## src/rtl/store_narrow_unit_pkg.sv

```systemverilog
// Shared definitions for the narrow store unit: store codes, FSM encoding,
// byte-enable constants and the memory write payload.
package store_narrow_unit_pkg;

    localparam int unsigned ADDR_W = 32;
    localparam int unsigned DATA_W = 32;
    localparam int unsigned BE_W   = 4;

    // Funct3 store width codes
    localparam logic [2:0] F3_SB = 3'b000;
    localparam logic [2:0] F3_SH = 3'b001;
    localparam logic [2:0] F3_SW = 3'b010;

    // Byte-enable patterns
    localparam logic [BE_W-1:0] BE_NONE    = 4'b0000;
    localparam logic [BE_W-1:0] BE_BYTE0   = 4'b0001;
    localparam logic [BE_W-1:0] BE_HALF_LO = 4'b0011;
    localparam logic [BE_W-1:0] BE_HALF_HI = 4'b1100;
    localparam logic [BE_W-1:0] BE_WORD    = 4'b1111;

    typedef enum logic [1:0] {
        ST_IDLE  = 2'd0,
        ST_ISSUE = 2'd1,
        ST_ERR   = 2'd2
    } state_e;

    // One memory write beat as presented on the Mem* outputs
    typedef struct packed {
        logic [ADDR_W-1:0] addr;
        logic [DATA_W-1:0] wdata;
        logic [BE_W-1:0]   be;
    } mem_wr_t;

    // Clear the byte offset so the memory always sees a word address
    function automatic logic [ADDR_W-1:0] word_align(input logic [ADDR_W-1:0] a);
        return {a[ADDR_W-1:2], 2'b00};
    endfunction

endpackage

```

## src/rtl/store_lane_encoder.sv

```systemverilog
// Combinational lane steering: replicates store data across byte lanes,
// builds the byte enables and flags illegal width/alignment combinations.
module store_lane_encoder
    import store_narrow_unit_pkg::*;
(
    input  logic [2:0]        funct3,
    input  logic [1:0]        addr_lo,
    input  logic [DATA_W-1:0] dato,
    output logic [DATA_W-1:0] wdata_c,
    output logic [BE_W-1:0]   be_c,
    output logic              illegal_c
);

    // Decode width and offset into lane data and enables
    always_comb begin
        wdata_c   = '0;
        be_c      = BE_NONE;
        illegal_c = 1'b1;
        case (funct3)
            F3_SB: begin
                wdata_c   = {4{dato[7:0]}};
                be_c      = BE_W'(BE_BYTE0 << addr_lo);
                illegal_c = 1'b0;
            end
            F3_SH: begin
                wdata_c   = {2{dato[15:0]}};
                be_c      = addr_lo[1] ? BE_HALF_HI : BE_HALF_LO;
                illegal_c = addr_lo[0];
            end
            F3_SW: begin
                wdata_c   = dato;
                be_c      = BE_WORD;
                illegal_c = (addr_lo != 2'b00);
            end
            default: begin
                wdata_c   = '0;
                be_c      = BE_NONE;
                illegal_c = 1'b1;
            end
        endcase
    end

endmodule

```

## src/rtl/store_narrow_unit.sv

```systemverilog
// Narrow store unit: accepts SB/SH/SW requests from the core, issues one
// lane-replicated word write to data memory and reports Done, Misaligned
// or Timeout as single-cycle pulses.
module store_narrow_unit
    import store_narrow_unit_pkg::*;
#(
    parameter int unsigned TIMEOUT = 16
) (
    input  logic              clk,
    input  logic              rst,
    input  logic              StoreValid,
    output logic              StoreReady,
    input  logic [ADDR_W-1:0] Addr,
    input  logic [DATA_W-1:0] Dato,
    input  logic [2:0]        Funct3,
    output logic              MemReq,
    output logic [ADDR_W-1:0] MemAddr,
    output logic [DATA_W-1:0] MemWData,
    output logic [BE_W-1:0]   MemBE,
    input  logic              MemAck,
    output logic              Done,
    output logic              Misaligned,
    output logic              Timeout
);

    // Counter must be able to hold TIMEOUT-1 for any legal TIMEOUT
    localparam int unsigned CNT_W = (TIMEOUT < 2) ? 1 : $clog2(TIMEOUT + 1);
    localparam logic [CNT_W-1:0] CNT_LAST = CNT_W'(TIMEOUT - 1);

    state_e            state;
    logic [CNT_W-1:0]  wait_cnt;
    mem_wr_t           wr_q;
    mem_wr_t           wr_next_c;
    logic [DATA_W-1:0] enc_wdata_c;
    logic [BE_W-1:0]   enc_be_c;
    logic              enc_illegal_c;
    logic              accept_c;
    logic              expire_c;

    // Lane steering for the request currently on the inputs
    store_lane_encoder u_lane_enc (
        .funct3    (Funct3),
        .addr_lo   (Addr[1:0]),
        .dato      (Dato),
        .wdata_c   (enc_wdata_c),
        .be_c      (enc_be_c),
        .illegal_c (enc_illegal_c)
    );

    // Handshake and wait-limit detection
    assign accept_c  = StoreValid && StoreReady;
    assign expire_c  = (wait_cnt == CNT_LAST);
    assign wr_next_c = '{addr: word_align(Addr), wdata: enc_wdata_c, be: enc_be_c};

    // Memory outputs come straight from the registered payload
    assign MemAddr  = wr_q.addr;
    assign MemWData = wr_q.wdata;
    assign MemBE    = wr_q.be;

    // Control FSM, wait counter and registered status pulses
    always_ff @(posedge clk) begin
        if (rst) begin
            state      <= ST_IDLE;
            wait_cnt   <= '0;
            wr_q       <= '0;
            StoreReady <= 1'b1;
            MemReq     <= 1'b0;
            Done       <= 1'b0;
            Misaligned <= 1'b0;
            Timeout    <= 1'b0;
        end else begin
            Done       <= 1'b0;
            Misaligned <= 1'b0;
            Timeout    <= 1'b0;
            case (state)
                ST_IDLE: begin
                    if (accept_c) begin
                        StoreReady <= 1'b0;
                        if (enc_illegal_c) begin
                            state      <= ST_ERR;
                            Misaligned <= 1'b1;
                        end else begin
                            state    <= ST_ISSUE;
                            MemReq   <= 1'b1;
                            wr_q     <= wr_next_c;
                            wait_cnt <= '0;
                        end
                    end
                end
                ST_ISSUE: begin
                    // An acknowledge on the expiry edge still completes the store
                    if (MemAck || expire_c) begin
                        state      <= ST_IDLE;
                        StoreReady <= 1'b1;
                        MemReq     <= 1'b0;
                        wr_q.wdata <= '0;
                        wr_q.be    <= BE_NONE;
                        wait_cnt   <= '0;
                        Done       <= MemAck;
                        Timeout    <= !MemAck;
                    end else begin
                        wait_cnt <= wait_cnt + CNT_W'(1);
                    end
                end
                ST_ERR: begin
                    state      <= ST_IDLE;
                    StoreReady <= 1'b1;
                end
                default: begin
                    state      <= ST_IDLE;
                    StoreReady <= 1'b1;
                    MemReq     <= 1'b0;
                    wr_q       <= '0;
                    wait_cnt   <= '0;
                end
            endcase
        end
    end

endmodule

```

## config.mk

```make
export PLATFORM = sky130hd
export DESIGN_NAME = store_narrow_unit
export DESIGN_NICKNAME = d
export VERILOG_FILES = /design/src/rtl/store_narrow_unit_pkg.sv /design/src/rtl/store_lane_encoder.sv /design/src/rtl/store_narrow_unit.sv
export SDC_FILE = /design/constraint.sdc
export NUM_CORES = 1
export LEC_CHECK = 0
export ABC_AREA = 0
export CELL_PAD_IN_SITES_DETAIL_PLACEMENT = 1
export CELL_PAD_IN_SITES_GLOBAL_PLACEMENT = 2
export CORE_MARGIN = 2
export CORE_UTILIZATION = 24
export CTS_BUF_LIST = sky130_fd_sc_hd__clkbuf_16
export CTS_CLUSTER_DIAMETER = 100
export DETAILED_ROUTE_END_ITERATION = 12
export GPL_ROUTABILITY_DRIVEN = 0
export PLACE_DENSITY_LB_ADDON = 0.1
export SETUP_SLACK_MARGIN = 0.5
export SYNTH_ARGS = -nofsm -noshare
export SYNTH_HDL_FRONTEND = slang
export SYNTH_SLANG_ARGS = --single-unit
```

## constraint.sdc

```tcl
create_clock -name clk -period 3.3 [get_ports clk]
set_clock_uncertainty 0.1 [all_clocks]
set_input_delay 0.66 -clock clk [delete_from_list [all_inputs] [get_ports clk]]
set_output_delay 0.66 -clock clk [all_outputs]
set_load 0.05 [all_outputs]
```

==> results.py, run 1 <==
metrics = {
    "die": {
        "initial_utilization": 0.2476,
        "die_w_um": 123.9,
        "die_h_um": 123.9,
        "io_pins": 144,
        "die-area_um2": 15350,
        "core_area_um2": 13930,
        "rows": 43,
    },
    "critical_path": {
        "crit_path_end_kind": "register",
        "worstPathMaxFanout": 28,
        "r2r_cells": 9,
        "path_class": "reg2reg",
        "rrSetupSlack_ns": 0.81,
        "r2r_end": "MemWData[1]$_SDFFE_PP0P_",
        "cp.required_ns": 3.42,
        "worst_setup_path_start_kind": "register",
        "worstReg2RegStart": "wait_cnt[0]$_SDFFE_PP0P_",
        "critPathArrivalTime_ns": 2.61,
    },
    "logic_synthesis": {
        "synth-warning-count": 0,
        "ys_types": 46,
        "syn_avg_cell_area_um2": 9.503,
        "yosysSeqAreaShare": 0.4527,
        "synth-main-ff-cell": "dfxtp_1",
        "synthArstFlopShare": 0,
        "ys_seq_elements": 78,
        "synth-edff-count": 0,
        "syn-cell-area_um2": 3450,
        "syn_inst": 363,
    },
    "cells_and_area": {
        "antenna_cells": 0,
        "drive_above_1_share": 0.07087,
        "syn_to_final_growth_pct": 56.11,
        "nFillCells": 1566,
        "layout_commonest_cell": "clkdlybuf4s50_1",
        "nets": 579,
        "mostFrequentLayoutCells": "clkdlybuf4s50_1 (141), dfxtp_1 (78), nand2_1 (41)",
        "final_area_um2": 5385,
    },
    "sta": {
        "finalHoldViolCount": 0,
        "rsz0062_at_grt": "no",
        "fin_crit_sh": 0.7536,
        "fin_hold_ws_ns": 0.3561,
        "fmax_ghz": 0.4021,
        "finalCriticalPeriod_ns": 2.487,
        "final-max-slew-violation-count": 0,
        "maxSlewHeadroom": 0.5028,
        "finalSetupViolations": 0,
        "tightest_slew_ns": 0.7442,
        "setup_tns_ns": 0,
        "finalWorstSetupSlack_ns": 0.8130,
    },
    "global_route": {
        "antenna_found_initial": 1,
        "grt_pass1_wl_um": 17910,
        "track_usage": 0.1551,
        "overflow": 0,
        "grt_pass1_vias": 3353,
        "grt_max_degree": 31,
    },
    "placement": {
        "port_buffers": 141,
        "dpl_cell_area_um2": 5079,
        "dp_hpwl_um": 8333,
        "pre_cts_ws_ns": 0.5055,
    },
    "hold_path": {
        "hold_depth": 2,
        "min_from": "MemWData[28]$_SDFFE_PP0P_",
        "hold_end": "MemWData[28]$_SDFFE_PP0P_",
        "hp-class": "reg2reg",
    },
    "clocking": {
        "cts_tree": "built",
        "clock_sinks": 78,
        "cts_hold_buf": 0,
        "path_clk_slew_ns": 0.07,
        "worstSkewPairLatency_ns": 0.34,
        "cts_root_buf": "clkbuf_16",
        "cts_buffers": 9,
        "cts_resized": 0,
        "cts_max_level": 3,
        "cts_setup_buffers": 0,
        "clockBufferDepth": 2,
    },
    "power": {
        "irDropWorstVdd_v": 0.0002190,
        "p_leak_nw": 2.156,
        "p_per_area_nw_per_um2": 511.6,
    },
    "status": {
        "status": "finished clean",
    },
    "drt": {
        "postRouteAntennaNets": 0,
        "dr.first_iter.drc_count": 112,
        "firstDrtPassIters": 4,
        "route.detailed.drc": 0,
        "viasPerCell": 4.552,
        "vias": 3132,
        "totalWireLength_um": 11400,
        "avgRoutedWirePerCell_um": 16.57,
    },
    "flow_run": {
        "max_cap_violations": 0,
    },
}
[worst max-delay path, cell delays in order (launching register included)]
cell and delay, ns:
dfxtp_1 0.39, ha_1 0.22, and3_1 0.17, ha_1 0.17, nor3b_1 0.06, buf_4 0.15, a211oi_1 0.48, nand2_4 0.22
buf_12 0.24, mux2i_1 0.14
[worst max-delay path by stage]
stage | slack, ns | from | endpoint
detailed placement | 0.51 | StoreValid | MemWData[6]$_SDFFE_PP0P_
finish | 0.81 | wait_cnt[0]$_SDFFE_PP0P_ | MemWData[1]$_SDFFE_PP0P_
global placement | 0.51 | Addr[0] | MemAddr[21]$_SDFFE_PP0P_
floorplan | 1.03 | wait_cnt[0]$_SDFFE_PP0P_ | MemWData[23]$_SDFFE_PP0P_
CTS | 0.78 | wait_cnt[0]$_SDFFE_PP0P_ | MemWData[1]$_SDFFE_PP0P_
global route | 0.63 | wait_cnt[0]$_SDFFE_PP0P_ | MemWData[6]$_SDFFE_PP0P_
[state kept, by name (all words and copies together), names as in the netlist]
| register | count |
|---|---|
| Done | 1 |
| MemAddr | 30 |
| MemBE | 4 |
| MemReq | 1 |
| MemWData | 32 |
| Misaligned | 1 |
| StoreReady | 1 |
| Timeout | 1 |
| state | 2 |
| wait_cnt | 5 |
[Yosys cell counts, types with 2 or more instances]
cell,instances,area share
a211o_1,2,0.0051
a211oi_1,2,0.0044
a21oi_1,12,0.017
a221o_1,2,0.0058
a22o_1,30,0.076
and2_1,17,0.031
and3_1,2,0.0036
buf_2,11,0.016
buf_4,2,0.0044
buf_6,2,0.0065
clkbuf_1,10,0.011
dfxtp_1,78,0.45
ha_1,5,0.018
inv_1,8,0.0087
mux2_1,7,0.023
mux2i_1,38,0.11
nand2_1,41,0.045
nand3_1,2,0.0029
nand4_1,3,0.0054
nor2_1,21,0.023
nor2b_1,18,0.033
nor3_1,3,0.0044
nor4_1,2,0.0036
o21ai_0,16,0.023
o21ai_1,8,0.012
[power breakdown]
part / total (mW) / internal, mW / leakage, nW / switching [mW]
Sequential: 1.01 / 0.988 / 0.631 / 0.0257
Clock: 1.04 / 0.599 / 0.152 / 0.444
Combinational: 0.699 / 0.284 / 1.37 / 0.416
[per-stage QoR]
step                        util  power (mW)  instances
final                     0.3865       2.755        688
after global routing      0.3865       2.888        688
after CTS                 0.3865       2.806        688
after detailed placement  0.3645       1.744        672
after global placement    0.3645       1.737        672
after floorplan                -       1.469        364
[layout make-up]
type	count	area [um2]	share of cell area
multi-input cells	252	1740	0.3232
flip-flops and latches	78	1562	0.2900
repair buffers	154	1521	0.2825
clock buffers	9	225.2	0.04182
well taps	180	225.2	0.04182
clock inverters	7	81.33	0.01510
inverters	8	30.03	0.005576
[logic make-up after synthesis]
logic type | synth area share
compound gates | 0.1734
fa+ha+maj | 0.01814
buf+inv | 0.04751
flops | 0.4527
mux | 0.1375
other cells | 0.001087
simple gates | 0.1698
[metal layers]
| metal | GRT usage | share of wire | vias to the layer above |
|---|---|---|---|
| li1 | - | - | 1555 |
| met1 | 0.1925 | 0.44 | 1483 |
| met2 | 0.2514 | 0.48 | 76 |
| met3 | 0.04991 | 0.065 | 16 |
| met4 | 0.05758 | 0.014 | 2 |
| met5 | 0 | 0.0011 | - |
Power figures use the tool's default switching activity.
==> inputs of run 2 (changes only) <==
- clock period: 3.3 -> 2.3 ns (I/O delays scaled with it)
==> run 2 against run 1 <==
Via count up 9.6%. Combinational power up 110%. Maximum frequency up 21%. Register-to-register slack worse by 0.56 ns. Highest routed layer is now met4. Largest cell class is now non-clock buffers. Global-route usage up 2.0 points. Critical path depth up 1. Sequential cell count unchanged. Setup slack worse by 0.56 ns. Hold slack worse by 0.00098 ns.
==> results.py, run 2 (synthesis results as in run 1) <==
metrics = {
    "hold_path": {
        "hp-class": "reg2reg",
    },
    "cells_and_area": {
        "final_util": 0.4476,
        "nets": 636,
        "drive_above_1_share": 0.2535,
        "antenna_cells": 0,
        "largest_reg_flops": 32,
        "syn_to_final_growth_pct": 80.81,
        "mostFrequentLayoutCells": "dfxtp_1 (74), clkdlybuf4s50_1 (63), nand2_1 (40)",
        "layout_commonest_cell": "dfxtp_1",
        "stdcell_count": 744,
    },
    "drt": {
        "wl_met2_um": 6221,
        "wl_met1_um": 5993,
        "route.detailed.drc": 0,
        "dr.first_iter.drc_count": 128,
        "postRouteAntennaNets": 0,
        "vias": 3432,
        "wl_met3_um": 805,
        "totalWireLength_um": 13220,
        "viasPerCell": 4.613,
        "firstDrtPassIters": 4,
        "avgRoutedWirePerCell_um": 17.77,
        "routed.top_layer": "met4",
    },
    "clocking": {
        "cts_hold_buf": 0,
        "cts_max_level": 3,
        "cts_root_buf": "clkbuf_16",
        "clock_sinks": 78,
        "cts_buffers": 9,
        "cts_tree": "built",
        "path_clk_slew_ns": 0.06,
        "clockBufferDepth": 2,
        "worstSkewPairLatency_ns": 0.34,
    },
    "critical_path": {
        "cp.required_ns": 2.47,
        "slowest_delay_ns": 0.35,
        "path_class": "reg2reg",
        "critPathArrivalTime_ns": 2.22,
        "worst_setup_path_start_kind": "register",
        "crit_path_end_kind": "register",
        "path_cells": "ha_4 > and3_4 > ha_4 > nor3b_4 > a211oi_4 > buf_6 > nand2_8 > buf_12 > buf_12 > mux2i_1",
        "crit_slowest_cell": "dfxtp_4",
        "worstPathMaxFanout": 8,
    },
    "sta": {
        "finalSetupViolations": 0,
        "rsz0062_at_grt": "yes",
        "fmax_ghz": 0.4882,
        "finalHoldViolCount": 0,
        "fin_crit_sh": 0.8906,
        "final-max-slew-violation-count": 0,
        "maxSlewHeadroom": 0.6557,
        "finalCriticalPeriod_ns": 2.048,
        "tightest_slew_ns": 0.5185,
        "finalWorstSetupSlack_ns": 0.2517,
    },
    "global_route": {
        "grt_pass1_vias": 3535,
        "overflow": 0,
        "track_usage": 0.1749,
        "antenna_found_initial": 0,
        "grt_max_degree": 30,
        "grt_pass1_wl_um": 19830,
    },
    "power": {
        "irDropWorstVdd_v": 0.0003601,
        "p_leak_nw": 2.712,
        "p_per_area_nw_per_um2": 731.7,
        "power_mw": 4.564,
    },
    "die": {
        "die_h_um": 123.9,
        "initial_utilization": 0.2476,
        "rows": 43,
        "core_area_um2": 13930,
        "die-area_um2": 15350,
        "io_pins": 144,
        "die_w_um": 123.9,
    },
    "placement": {
        "port_buffers": 141,
        "dp_hpwl_um": 8497,
        "pre_cts_ws_ns": -0.2202,
        "placed_cells": 690,
    },
    "flow_run": {
        "max_cap_violations": 0,
    },
    "status": {
        "status": "finished clean",
    },
}
==> run 2: layer usage <==
| layer | global-route usage | vias up |
|---|---|---|
| met4 | 0.04635 | 0 |
| li1 | - | 1684 |
| met2 | 0.2737 | 85 |
| met5 | 0 | - |
| met3 | 0.06456 | 12 |
| met1 | 0.2275 | 1651 |
==> run 2: path summary, 6_finish.rpt <==
| check | cells past startpoint | slack [ns] | from | endpoint |
|---|---|---|---|---|
| setup / recovery | 10 | 0.25 | wait_cnt[1]$_SDFFE_PP0P_ | MemWData[14]$_SDFFE_PP0P_ |
| hold reg to reg | 2 | 0.36 | MemWData[31]$_SDFFE_PP0P_ | MemWData[31]$_SDFFE_PP0P_ |
| setup reg to reg | 10 | 0.25 | wait_cnt[1]$_SDFFE_PP0P_ | MemWData[14]$_SDFFE_PP0P_ |
| hold / removal | 2 | 0.36 | MemWData[31]$_SDFFE_PP0P_ | MemWData[31]$_SDFFE_PP0P_ |
==> run 2: what timing repair did <==
item	CTS	global route
cloned	8	1
buffers inserted	21	9
pin swaps	20	15
gates resized for setup	160	70
setup endpoints to repair	145	126
==> run 2: report_power, final <==
part           switching [mW]  internal, mW
logic                   0.775         0.693
registers              0.0366          1.42
clock network           0.587          1.05
total                    1.40          3.17
==> run 2: worst max-delay path, delay by kind of cell (launching register included) <==
family | cells | cell delay (ns)
mux | 1 | 0.19
fa+ha+maj | 2 | 0.31
buf+inv | 3 | 0.38
compound gates | 1 | 0.05
flops | 1 | 0.35
simple gates | 3 | 0.57
==> run 2: area by class of cell <==
cell class | instances | area, um2
fill | 1554 | 7697
clock inverter | 6 | 110.1
sequential | 78 | 1569
timing repair buffer | 208 | 2058
tap | 180 | 225.2
multi-input combinational | 255 | 2019
inverter | 8 | 30.03
clock buffer | 9 | 225.2
==> run 2: metrics by stage <==
| stage | hold WS [ns] | area, um2 | TNS, ns |
|---|---|---|---|
| CTS | 0.3602 | 6163 | 0 |
| global placement | 0.3489 | 5290 | -7.817 |
| floorplan | 0.3338 | 3537 | 0 |
| global route | 0.3752 | 6237 | 0 |
| finish | 0.3552 | 6237 | 0 |
| detailed placement | 0.3542 | 5290 | -8.831 |
